--- src/rtl/rc4_key_search_ctrl.sv ---
// Brute-force RC4 key search sequencer: runs init/shuffle/decrypt per candidate key,
// screens decrypted bytes on the fly and stops on a plaintext hit, exhaustion, timeout or stop.
module rc4_key_search_ctrl #(
    parameter int unsigned         SEARCH_W  = 22,
    parameter logic [SEARCH_W-1:0] KEY_START = '0,
    parameter logic [SEARCH_W-1:0] KEY_END   = {SEARCH_W{1'b1}},
    parameter int unsigned         MSG_LEN   = 32,
    parameter int unsigned         TIMEOUT   = 4096
) (
    input  logic                clk,
    input  logic                rst,
    input  logic                start,
    input  logic                stop,
    input  logic                init_finish,
    input  logic                shuffle_finish,
    input  logic                decrypt_finish,
    input  logic                chk_wren,
    input  logic [7:0]          chk_data,
    output logic                init_start,
    output logic                shuffle_start,
    output logic                decrypt_start,
    output logic                pipe_rst,
    output logic [23:0]         secret_key,
    output logic [SEARCH_W-1:0] keys_tried,
    output logic                busy,
    output logic                found,
    output logic                exhausted,
    output logic                timeout_err
);

    localparam int unsigned TW = $clog2(TIMEOUT) + 1;

    localparam logic [2:0] IDLE    = 3'd0;
    localparam logic [2:0] CLEAR   = 3'd1;
    localparam logic [2:0] INIT    = 3'd2;
    localparam logic [2:0] SHUFFLE = 3'd3;
    localparam logic [2:0] DECRYPT = 3'd4;
    localparam logic [2:0] NEXT    = 3'd5;
    localparam logic [2:0] FOUND   = 3'd6;
    localparam logic [2:0] FAIL    = 3'd7;

    function automatic logic is_busy(input logic [2:0] s);
        return (s >= CLEAR) && (s <= NEXT);
    endfunction

    logic [2:0]          state_q, state_d;
    logic [SEARCH_W-1:0] key_q, key_d;
    logic [SEARCH_W-1:0] tried_q, tried_d;
    logic [5:0]          cnt_q, cnt_d;
    logic [TW-1:0]       phase_q, phase_d;
    logic                byte_ok, timed_out, stopped, clear_status, set_exh, set_to;
    logic [6:0]          cnt_total;

    always_comb begin
        byte_ok   = ((chk_data >= 8'h61) && (chk_data <= 8'h7A)) || (chk_data == 8'h20);
        cnt_total = {1'b0, cnt_q} + {6'd0, chk_wren & byte_ok};
        timed_out = (phase_q == TW'(TIMEOUT - 1));

        state_d      = state_q;
        key_d        = key_q;
        tried_d      = tried_q;
        cnt_d        = cnt_q;
        stopped      = 1'b0;
        clear_status = 1'b0;
        set_exh      = 1'b0;
        set_to       = 1'b0;

        if (is_busy(state_q) && stop) begin
            state_d = IDLE;
            stopped = 1'b1;
        end else begin
            case (state_q)
                IDLE, FOUND, FAIL: begin
                    if (start) begin
                        state_d      = CLEAR;
                        key_d        = KEY_START;
                        tried_d      = '0;
                        clear_status = 1'b1;
                    end
                end
                CLEAR: begin
                    cnt_d   = '0;
                    state_d = INIT;
                end
                INIT: begin
                    // init_start is high only on the entry cycle, when a stale finish is ignored
                    if (init_finish && !init_start) begin
                        state_d = SHUFFLE;
                    end else if (timed_out) begin
                        state_d = FAIL;
                        set_to  = 1'b1;
                    end
                end
                SHUFFLE: begin
                    if (shuffle_finish) begin
                        state_d = DECRYPT;
                    end else if (timed_out) begin
                        state_d = FAIL;
                        set_to  = 1'b1;
                    end
                end
                DECRYPT: begin
                    if (chk_wren && !byte_ok) begin
                        state_d = NEXT;
                    end else begin
                        if (chk_wren) begin
                            cnt_d = cnt_q + 6'd1;
                        end
                        if (decrypt_finish) begin
                            state_d = (cnt_total == 7'(MSG_LEN)) ? FOUND : NEXT;
                        end else if (timed_out) begin
                            state_d = FAIL;
                            set_to  = 1'b1;
                        end
                    end
                end
                NEXT: begin
                    tried_d = tried_q + 1'b1;
                    if (key_q == KEY_END) begin
                        state_d = FAIL;
                        set_exh = 1'b1;
                    end else begin
                        key_d   = key_q + 1'b1;
                        state_d = CLEAR;
                    end
                end
                default: state_d = IDLE;
            endcase
        end

        if (state_d != state_q) begin
            phase_d = '0;
        end else if (timed_out) begin
            phase_d = phase_q;
        end else begin
            phase_d = phase_q + 1'b1;
        end
    end

    always_ff @(posedge clk) begin
        if (rst) begin
            state_q       <= IDLE;
            key_q         <= KEY_START;
            tried_q       <= '0;
            cnt_q         <= '0;
            phase_q       <= '0;
            pipe_rst      <= 1'b0;
            init_start    <= 1'b0;
            shuffle_start <= 1'b0;
            decrypt_start <= 1'b0;
            busy          <= 1'b0;
            found         <= 1'b0;
            exhausted     <= 1'b0;
            timeout_err   <= 1'b0;
        end else begin
            state_q       <= state_d;
            key_q         <= key_d;
            tried_q       <= tried_d;
            cnt_q         <= cnt_d;
            phase_q       <= phase_d;
            pipe_rst      <= (state_d == CLEAR) || stopped;
            init_start    <= (state_d == INIT) && (state_q != INIT);
            shuffle_start <= (state_d == SHUFFLE) && (state_q != SHUFFLE);
            decrypt_start <= (state_d == DECRYPT) && (state_q != DECRYPT);
            busy          <= is_busy(state_d);
            found         <= (state_d == FOUND);
            if (clear_status) begin
                exhausted   <= 1'b0;
                timeout_err <= 1'b0;
            end else begin
                if (set_exh) exhausted   <= 1'b1;
                if (set_to)  timeout_err <= 1'b1;
            end
        end
    end

    assign secret_key = 24'(key_q);
    assign keys_tried = tried_q;

endmodule

--- config.mk ---
export PLATFORM = sky130hd
export DESIGN_NAME = rc4_key_search_ctrl
export DESIGN_NICKNAME = d
export VERILOG_FILES = /design/src/rtl/rc4_key_search_ctrl.sv
export SDC_FILE = /design/constraint.sdc
export NUM_CORES = 1
export LEC_CHECK = 0
export ABC_CLOCK_PERIOD_IN_PS = 4710
export BUFFER_PORTS_ARGS = -buffer_cell sky130_fd_sc_hd__buf_4
export CORE_MARGIN = 3
export CORE_UTILIZATION = 29
export DETAILED_ROUTE_END_ITERATION = 8
export PLACE_DENSITY = 0.51
export SYNTH_ARGS = -nofsm -noshare
export SYNTH_HDL_FRONTEND = slang
export SYNTH_SLANG_ARGS = --single-unit
export TNS_END_PERCENT = 1
--- constraint.sdc ---
create_clock -name clk -period 4.71 [get_ports clk]
set_clock_uncertainty 0.15 [all_clocks]
set_input_delay 0.942 -clock clk [delete_from_list [all_inputs] [get_ports clk]]
set_output_delay 0.942 -clock clk [all_outputs]
set_load 0.05 [all_outputs]
# [Yosys cells after proc, flatten, opt, wreduce, memory -nomap -nowiden]
# Index checks and enable logic that the tools add are counted.
[word_totals] word_cells=103 regBits=74 out_inout_bits=54
[classes] n_lt_le_gt_ge=6 reduce_logical=22 muxes=31 bitwise_logic=2 addsub=5 n_eq_ne=24
[op_table] op="case mux 22 bit (2 select lines)" count=2
[op_table] op="adder 22 x 1 -> 22 bit (second input constant)" count=2
[op_table] op="2-to-1 mux 22 bit" count=2
[op_table] op="2-to-1 mux 3 bit" count=8
[op_table] op="equality test 22 bit (second input constant)" count=1
[op_table] op="equality test 3 bit (second input constant)" count=6
[op_table] op="case mux 3 bit (6 select lines)" count=1
[op_table] op="adder 13 x 1 -> 13 bit (second input constant)" count=1
[op_table] op="equality test 13 x 12 -> 1 bit (second input constant)" count=1
[op_table] op="2-to-1 mux 1 bit" count=13
[op_table] op="equality test 3 x 2 -> 1 bit (second input constant)" count=4
[op_table] op="2-to-1 mux 6 bit" count=2
[op_table] op="case mux 6 bit (2 select lines)" count=1
[op_table] op="logical AND 1 bit" count=9
[op_table] op="equality test 8 x 6 -> 1 bit (second input constant)" count=1
[op_table] op=">= comparator 8 x 7 -> 1 bit (second input constant)" count=1
[op_table] op="<= comparator 8 x 7 -> 1 bit (second input constant)" count=1
[op_table] op="!= test 2 bit (second input constant)" count=4
[op_table] op="AND reduction 4 bit" count=2
[op_table] op="adder 6 x 1 -> 7 bit" count=1
[op_table] op="equality test 7 x 6 -> 1 bit (second input constant)" count=1
[op_table] op="adder 6 x 1 -> 6 bit (second input constant)" count=1
[op_table] op="equality test 3 x 1 -> 1 bit (second input constant)" count=2
[op_table] op=">= comparator 3 x 1 -> 1 bit (second input constant)" count=2
[op_table] op="other kinds (15)" count=21

# [Longest topological paths before layout]
# Gate-level depths: netlist (run 1).
[depth] word_depth=13 mapped_depth=13 mapped_depth_nobuf=12

# [Worst setup path before layout (run 1)]
# No wires, ideal clock.
[synth_timing] path_type="input -> register" start="input chk_data[4]" end="register cnt_q[0]" setup_time_ns=0.130 arrival_time_ns=3.477 stages=11 setup_slack_ns=0.954 path_buffers=0 path_cell_list="nor3_1 > and3_1 > nor4b_1 > ha_1 > and3_4 > or4b_4 > a2111oi_4 > o2111ai_1 > and2_4 > nor4b_4 > o31ai_1"
[synth_between] elab_chain_cells=7
[synth_rtl] item="start, declared" line_no="18" rtl="input logic [7:0] chk_data,"
[synth_rtl] item=">= comparator 8 x 7 -> 1 bit / <= comparator 8 x 7 -> 1 bit (equally long branches)" line_no="55" rtl="byte_ok = ((chk_data >= 8'h61) && (chk_data <= 8'h7A)) || (chk_data == 8'h20);"
[synth_rtl] item="logical AND 1 bit" line_no="55"
[synth_rtl] item="logical OR 1 bit *" line_no="55"
[synth_rtl] item="logical NOT 1 bit *" line_no="103" rtl="if (chk_wren && !byte_ok) begin"
[synth_rtl] item="logical AND 1 bit *" line_no="103"
[synth_rtl] item="!= test 2 bit (no line) *"
[synth_rtl] item="AND reduction 4 bit (no line) *"
[synth_rtl] item="end signal, assigned" line_no="159" rtl="cnt_q <= cnt_d;"
[synth_rtl] item="end, declared" line_no="49" rtl="logic [5:0] cnt_q, cnt_d;"
# Every way passes the cells marked *; elsewhere a longest branch is shown, timed or not.
# A chain may end at the register's enable or synchronous reset.

# [Worst setup path after layout (run 1)]
[layout_timing] start="input chk_data[4]" end="register phase_q[4]"
[layout_between] elab_chain_cells=13
[layout_rtl] item=">= comparator 8 x 7 -> 1 bit / <= comparator 8 x 7 -> 1 bit (equally long branches)" line_no="55"
[layout_rtl] item="logical AND 1 bit" line_no="55"
[layout_rtl] item="logical OR 1 bit *" line_no="55"
[layout_rtl] item="AND 1 bit" line_no="56" rtl="cnt_total = {1'b0, cnt_q} + {6'd0, chk_wren & byte_ok};"
[layout_rtl] item="adder 6 x 1 -> 7 bit" line_no="56"
[layout_rtl] item="equality test 7 x 6 -> 1 bit" line_no="110" rtl="state_d = (cnt_total == 7'(MSG_LEN)) ? FOUND : NEXT;"
[layout_rtl] item="2-to-1 mux 2 bit" line_no="110"
[layout_rtl] item="2-to-1 mux 3 bit" line_no="109" rtl="if (decrypt_finish) begin"
[layout_rtl] item="2-to-1 mux 3 bit *" line_no="103"
[layout_rtl] item="case mux 3 bit (6 select lines) *" line_no="72" rtl="case (state_q)"
[layout_rtl] item="2-to-1 mux 3 bit *" line_no="68" rtl="if (is_busy(state_q) && stop) begin"
[layout_rtl] item="!= test 3 bit *" line_no="131" rtl="if (state_d != state_q) begin"
[layout_rtl] item="OR reduction 2 bit (no line) *"
[layout_rtl] item="end signal, assigned" line_no="160" rtl="phase_q <= phase_d;"
[layout_rtl] item="end, declared" line_no="50" rtl="logic [TW-1:0] phase_q, phase_d;"
# Marks and branches as above.

==> metrics.md, run 1 <==
| Metric | Value |
|---|---|
| Fin crit period | `4.04 ns` |
| Worst Setup End Kind | `flip-flop` |
| R2R Setup Slk | `between 1 and 1.5 ns` |
| Worst r2r path cells | `7` |
| Leak | `about 1.7 nW` |
| GRT Util Overall | `13.2%` |
| TNS Setup | `0 ns` |
| Share of power burned in registers | `around a third` |
| Mapped cell area | `around 0.0038 sq mm` |
| Rows | `41` |
| Avg Cell Area, Syn | `8.40 sq um` |
| Die height | `~120 microns` |
| Reg2reg end | `phase_q[4]` |
| Via-to-Cell Ratio | `between 4 and 5` |
| Core box area | `around 0.013 sq mm` |
| Final Setup Violations | `0` |
| Dpl cells | `between 600 and 700` |
| Vias in the first global route | `between 3000 and 4000` |
| Top cell type's share of synthesized area | `slightly below 40%` |
| Routability cong. | `0.847` |
| Detailed-router iteration count before antenna repair | `4` |
| Sequential fraction of the synthesis area | `around two fifths` |
| Syn Inst Count | `about 460` |
| Combinational power share | `34.5%` |
| Final Core Density | `between 30% and 40%` |
| CTS resizes | `0` |
| Via count | `about 3400` |
| Clock network power share | `a little under a third` |
| CTS tree | `done` |
| HPWL after detailed placement | `7010 microns` |
| Sw power | `about 0.79 mW` |
| EDFF count, synth | `0` |
| PortBufs | `67` |
| Max FO, Critical Path | `13` |
| DR DRC count | `0` |
| Largest net degree at the start of global routing | `31` |
| Cts hold-fix bufs | `0` |
| Final worst-path cycle share | `approximately 86%` |
| Die Span X | `between 100 and 150 microns` |
| Layout cells sized above 1 | `a little under a fifth` |
| Top cells by area, synth | `dfxtp_1, xnor2_1, nor2_1` |
| Hold Path Class | `reg -> reg` |
| Hold Worst Slack | `0.339 ns` |
| Worst slew margin | `around 39%` |
| ANT nets after route | `0` |
| Yosys reg bits | `74` |
| WP data required | `between 4 and 5 ns` |
| Startpoint types | `input pin` |
| Hold endpoint | `keys_tried[21]` |
| Asr flop ratio synth | `0%` |
| P_int | `about 1.3 mW` |
| Main synth FF type | `dfxtp_1` |
| Cell variety after synth | `60` |
| Io pins | `70` |
| Synthesis-to-layout area growth | `24.4%` |
| FMAX | `0.247 GHz` |
| Critical R2R Launch | `state_q[1]` |
| Clk_lat worst skew | `around 0.33 ns` |
| Largest area contributor in the netlist | `dfxtp_1` |
| Layout Nets | `approximately 540` |
| Initial DRC Count | `between 200 and 250` |
| Critical Path AT | `4.07 ns` |
| Fin. max-slew vios | `0` |
| Outcome | `complete, no violations` |
| First-pass GRT wire length | `between 15000 and 20000 microns` |
| Final Power | `roughly 2.1 mW` |
| Initial antenna violation count | `0` |
| Worst-margin pin slew | `0.919 ns` |
| Maximum clock path buffer count | `2` |
| WL/cell | `between 10 and 15 microns` |
| Non-Filler Instances | `about 700` |
| Syn. warnings | `0` |
| Cell Pwr Density | `442 mW/mm^2` |
| Root Buffer | `clkbuf_16` |
| Setup Fix Bufs, Post-CTS | `0` |
| Worst-path clk slew | `0.05 ns` |
| WHS Path Cells | `2` |
| Kind of critical path | `in -> reg` |
| Net Sw Frac | `a little under two fifths` |
| H-tree depth | `3` |
| Max_cap viols | `0` |
| Clock sink total | `74` |
| Grt ovf | `0` |
| Hold Startpoint | `keys_tried[21]` |
| Initial core utilization | `roughly 30%` |
| WL final | `9430 microns` |
| Critical Path Source | `chk_data[4]` |
| Die ar. | `about 0.015 sq mm` |
| Number of buffers created by CTS | `9` |
| RSZ-0062 raised after global routing | `no` |
| Final Hold Violating Endpoints | `0` |
| # diodes | `0` |
| Worst ir drop on vdd | `approximately 0.24 mV` |
cells in the final DEF (no fill, tap or decap), types with 2 or more instances in the layout:
master,synthesis,layout
clkinv_2,0,2
o21ai_1,2,2
o31ai_1,4,4
and2_1,5,5
nor2_1,57,57
inv_1,9,9
nand3_1,21,21
nand2_1,37,37
clkbuf_1,8,2
nor4b_1,3,3
a31o_2,2,2
nor3_1,32,32
a211oi_1,2,2
clkbuf_16,0,9
nor2b_1,5,5
and3b_1,2,2
or3_1,13,13
nand2b_1,10,10
and4_1,5,5
xnor2_1,29,29
ha_1,8,8
a21o_1,2,2
conb_1,1,2
nand4_1,12,12
a21oi_1,24,24
dfxtp_1,74,74
xor2_1,19,19
a31oi_1,3,3
or4_1,2,2
and3_1,10,10
nor4_1,5,5
buf_4,3,68
o21ai_0,15,15
final cells by class:
| class | instances | area [sq um] |
|---|---|---|
| Inverter | 10 | 37.5 |
| Fill cell | 1309 | 8010 |
| Tap cell | 172 | 215 |
| Sequential cell | 74 | 1480 |
| Clock inverter | 3 | 40.0 |
| Clock buffer | 12 | 246 |
| Multi-Input combinational cell | 357 | 2240 |
| Timing Repair Buffer | 68 | 510 |
critical path, stage by stage:
cell	delay, ns
buf_4	0.11
nor3_1	0.21
and3_1	0.24
nor4b_1	0.07
ha_1	0.21
and3_4	0.18
or4b_4	0.49
a2111oi_4	0.38
a21bo_2	0.21
a31oi_4	0.14
xor2_1	0.76
nor3_1	0.11
worst max-delay path by stage:
stage / endpoint / slack (ns) / cells past startpoint
2_1_floorplan: cnt_q[0] / 0.95 / 11
3_3_place_gp: phase_q[3] / 0.38 / 12
3_5_place_dp: phase_q[0] / 0.26 / 12
4_1_cts: phase_q[0] / 0.64 / 12
5_1_grt: phase_q[10] / 0.32 / 13
6_report: phase_q[4] / 0.67 / 12
through the flow:
stage | cell area (sq um) | worst slack, ns
6_report | 4770 | 0.668
5_1_grt | 4770 | 0.317
4_1_cts | 4770 | 0.636
3_5_place_dp | 4480 | 0.255
3_3_place_gp | 4480 | 0.385
2_1_floorplan | 3830 | 0.954
power groups by stage:
stage / clock network [mW] / registers, mW / logic [mW]
floorplan: 0 / 0.749 / 0.555
global placement: 0 / 0.725 / 0.724
detailed placement: 0 / 0.725 / 0.728
CTS: 0.689 / 0.711 / 0.730
global route: 0.718 / 0.720 / 0.807
finish: 0.666 / 0.713 / 0.727
flip-flops by register name (all words and copies together), names as in the netlist:
name           cells
key_q             22
exhausted          1
busy               1
found              1
decrypt_start      1
shuffle_start      1
pipe_rst           1
timeout_err        1
cnt_q              6
phase_q           13
state_q            3
init_start         1
keys_tried        22
Yosys cell counts (all sizes together), types with 5 or more instances:
cell and instances:
nand2 37, a21oi 25, and3 12, nor4 6
nor2 57, clkbuf 8, xnor2 29, ha 8
and4 5, dfxtp 74, buf 8, nand2b 10
nor3 32, inv 9, nand3 21, nand4 12
nor2b 5, or3 13, and2 6, xor2 19
o21ai 17
cell families after synthesis:
| logic type | share of synthesized area [%] |
|---|---|
| xor gates and xnor gates | 11.0 |
| and+or+nand+nor | 31.5 |
| buffers and inverters | 3.17 |
| DFF | 38.7 |
| muxes | 0.261 |
| other | 0.0979 |
| AOI/OAI and AO/OA | 12.7 |
| adders and majority gates | 2.61 |
routing by layer:
layer	share of wire (%)	global-route usage, %
met4	1.7	5.45
met3	4.9	3.03
met2	46	20.4
met5	0	0
met1	48	17.6
Note: power is estimated with default switching activity, not from simulation.
==> run 2, diff against run 1 <==
--- a/config.mk
+++ b/config.mk
@@ -5,7 +5,7 @@
 export SDC_FILE = /design/constraint.sdc
 export NUM_CORES = 1
 export LEC_CHECK = 0
-export ABC_CLOCK_PERIOD_IN_PS = 4710
+export ABC_CLOCK_PERIOD_IN_PS = 4500
 export BUFFER_PORTS_ARGS = -buffer_cell sky130_fd_sc_hd__buf_4
 export CORE_MARGIN = 3
 export CORE_UTILIZATION = 29
==> constraint.sdc (replaced) <==
create_clock -name clk -period 4.5 [get_ports clk]
set_clock_uncertainty 0.15 [all_clocks]
set_input_delay 0.9 -clock clk [delete_from_list [all_inputs] [get_ports clk]]
set_output_delay 0.9 -clock clk [all_outputs]
set_load 0.05 [all_outputs]
==> run 2 against run 1 <==
Net effect: global-route usage grew 0.40 points; via count grew 1.4%; register-to-register slack worse by 0.16 ns; die area is the same; critical path type unchanged; largest cell class unchanged; largest power group unchanged.
==> metrics.md, run 2 (synthesis results as in run 1) <==
| Metric | Value |
|---|---|
| Routability cong. | `0.815` |
| Dpl cell area | `approximately 0.0045 sq mm` |
| Rows | `roughly 40` |
| WL final | `between 9000 and 10000 microns` |
| # diodes | `0` |
| CP max stage delay | `0.76 ns` |
| H-tree depth | `3` |
| Post-route cell area | `around 0.0048 sq mm` |
| FMAX | `between 0.2 and 0.3 GHz` |
| Clock sink total | `74` |
| Initial DRC Count | `288` |
| ANT nets after route | `0` |
| Via count | `3437` |
| Cts hold-fix bufs | `0` |
| RSZ-0062 raised after global routing | `no` |
| WP data required | `4.53 ns` |
| Maximum clock path buffer count | `2` |
| DR DRC count | `0` |
| Fin. max-slew vios | `0` |
| Most common cell on crit path | `nor3_1` |
| Core box area | `approximately 0.013 sq mm` |
| Final Core Density | `37.4%` |
| Clk_lat worst skew | `roughly 0.34 ns` |
| Startpoint types | `input pin` |
| Max FO, Critical Path | `13` |
| Highest-count cells in the layout ignoring fill and taps | `dfxtp_1, buf_4, nor2_1, nand2_1, nor3_1` |
| Grt ovf | `0` |
| CTS resizes | `0` |
| Die Span X | `about 120 microns` |
| Worst r2r path cells | `7` |
| HPWL after detailed placement | `6930 microns` |
| Synthesis-to-layout area growth | `24.6%` |
| Initial core utilization | `~30%` |
| Family with the most delay on the worst path | `simple AND/OR/NAND/NOR gates` |
| Max_cap viols | `0` |
| WHS Path Cells | `2` |
| Leak | `around 1.7 nW` |
| Detailed-router iteration count before antenna repair | `4` |
| Outcome | `complete, no violations` |
| TNS Setup | `0 ns` |
| Critical Path Stages | `12` |
| First-pass GRT wire length | `~16000 microns` |
| Die height | `121 microns` |
| Slowest-stage cell, CP | `xor2_1` |
| Die ar. | `around 0.015 sq mm` |
| Io pins | `70` |
| Worst slew margin | `a little over a third` |
| PortBufs | `67` |
| Number of buffers created by CTS | `9` |
| Non-Filler Instances | `~700` |
| Worst path bufs/invs | `1` |
| Hold Path Class | `reg -> reg` |
| Worst ir drop on vdd | `around 0.25 mV` |
| Final Hold Violating Endpoints | `0` |
| Worst Setup End Kind | `flip-flop` |
| Kind of critical path | `in -> reg` |
| Layout cells sized above 1 | `between 10% and 20%` |
| Worst-path clk slew | `approximately 0.060 ns` |
| Fin crit period | `3.97 ns` |
| Most common cell after layout, fill and taps aside | `dfxtp_1` |
| Cell Pwr Density | `~460 mW/mm^2` |
| Worst-margin pin slew | `between 0.9 and 1 ns` |
| Final Setup Violations | `0` |
| CTS tree | `done` |
| Critical-path cell list | `buf_4 -> nor3_1 -> and3_1 -> nor4b_1 -> ha_1 -> and3_4 -> or4b_4 -> a2111oi_4 -> a21bo_2 -> a31oi_4 -> xor2_1 -> nor3_1` |
| Initial antenna violation count | `0` |
| Largest net degree at the start of global routing | `35` |
| Final worst-path cycle share | `about 88%` |
| Layout Nets | `between 500 and 600` |
| Root Buffer | `clkbuf_16` |
| Critical Path AT | `4.00 ns` |
| WL/cell | `roughly 14 microns` |
| Via-to-Cell Ratio | `4.92` |
| Dpl cells | `between 600 and 700` |
| Vias in the first global route | `~3200` |
| Setup Fix Bufs, Post-CTS | `0` |
| GRT Util Overall | `13.6%` |
[run 2: cell count changes in the layout (fill, tap and decap cells not counted)]
cell	delta
clkbuf_1	+1
clkbuf_8	+2
buf_4	+1
clkinv_2	-2
clkinvlp_4	+1
bufinv_16	-1
[run 2: cell type report]
| class | instances | area [sq um] |
|---|---|---|
| sequential | 74 | 1480 |
| clock buffer | 15 | 278 |
| tap | 172 | 215 |
| timing repair buffer | 69 | 518 |
| multi-input combinational | 357 | 2240 |
| inverter | 10 | 37.5 |
| clock inverter | 1 | 7.51 |
| fill | 1318 | 8000 |
[run 2: power by group]
| part | switching, mW | internal, mW | total, mW |
|---|---|---|---|
| sequential | 0.0577 | 0.691 | 0.748 |
| combinational | 0.526 | 0.254 | 0.780 |
| clock | 0.269 | 0.419 | 0.688 |
[run 2: routing by layer]
layer / share of wire (%) / vias to the layer above / GRT usage, %
met4: 1.9 / 0 / 6.02
met1: 48 / 1609 / 17.8
met5: 0 / - / 0
met3: 5.7 / 13 / 3.92
met2: 44 / 73 / 20.7
li1: - / 1742 / -
[run 2: worst register-to-register path, stage by stage, from the launching register on]
cell,delay (ns)
dfxtp_1,0.60
clkinv_1,0.37
ha_1,0.52
o21ai_0,0.13
a221oi_1,0.44
a31oi_4,0.14
xor2_1,0.76
nor3_1,0.12
[run 2: path summary, 6_finish.rpt]
kind	slack, ns	startpoint	to
hold reg to reg	0.34	keys_tried[21]	keys_tried[21]
setup / recovery	0.53	chk_data[4]	phase_q[11]
hold / removal	0.34	keys_tried[21]	keys_tried[21]
setup reg to reg	1.12	state_q[1]	phase_q[11]
[run 2: stage by stage]
stage,hold WS (ns),total power [mW],setup WS (ns)
2_1_floorplan,0.322,1.36,0.786
3_3_place_gp,0.319,1.53,0.250
3_5_place_dp,0.339,1.54,0.158
4_1_cts,0.348,2.24,0.538
5_1_grt,0.387,2.36,0.114
6_report,0.342,2.22,0.529
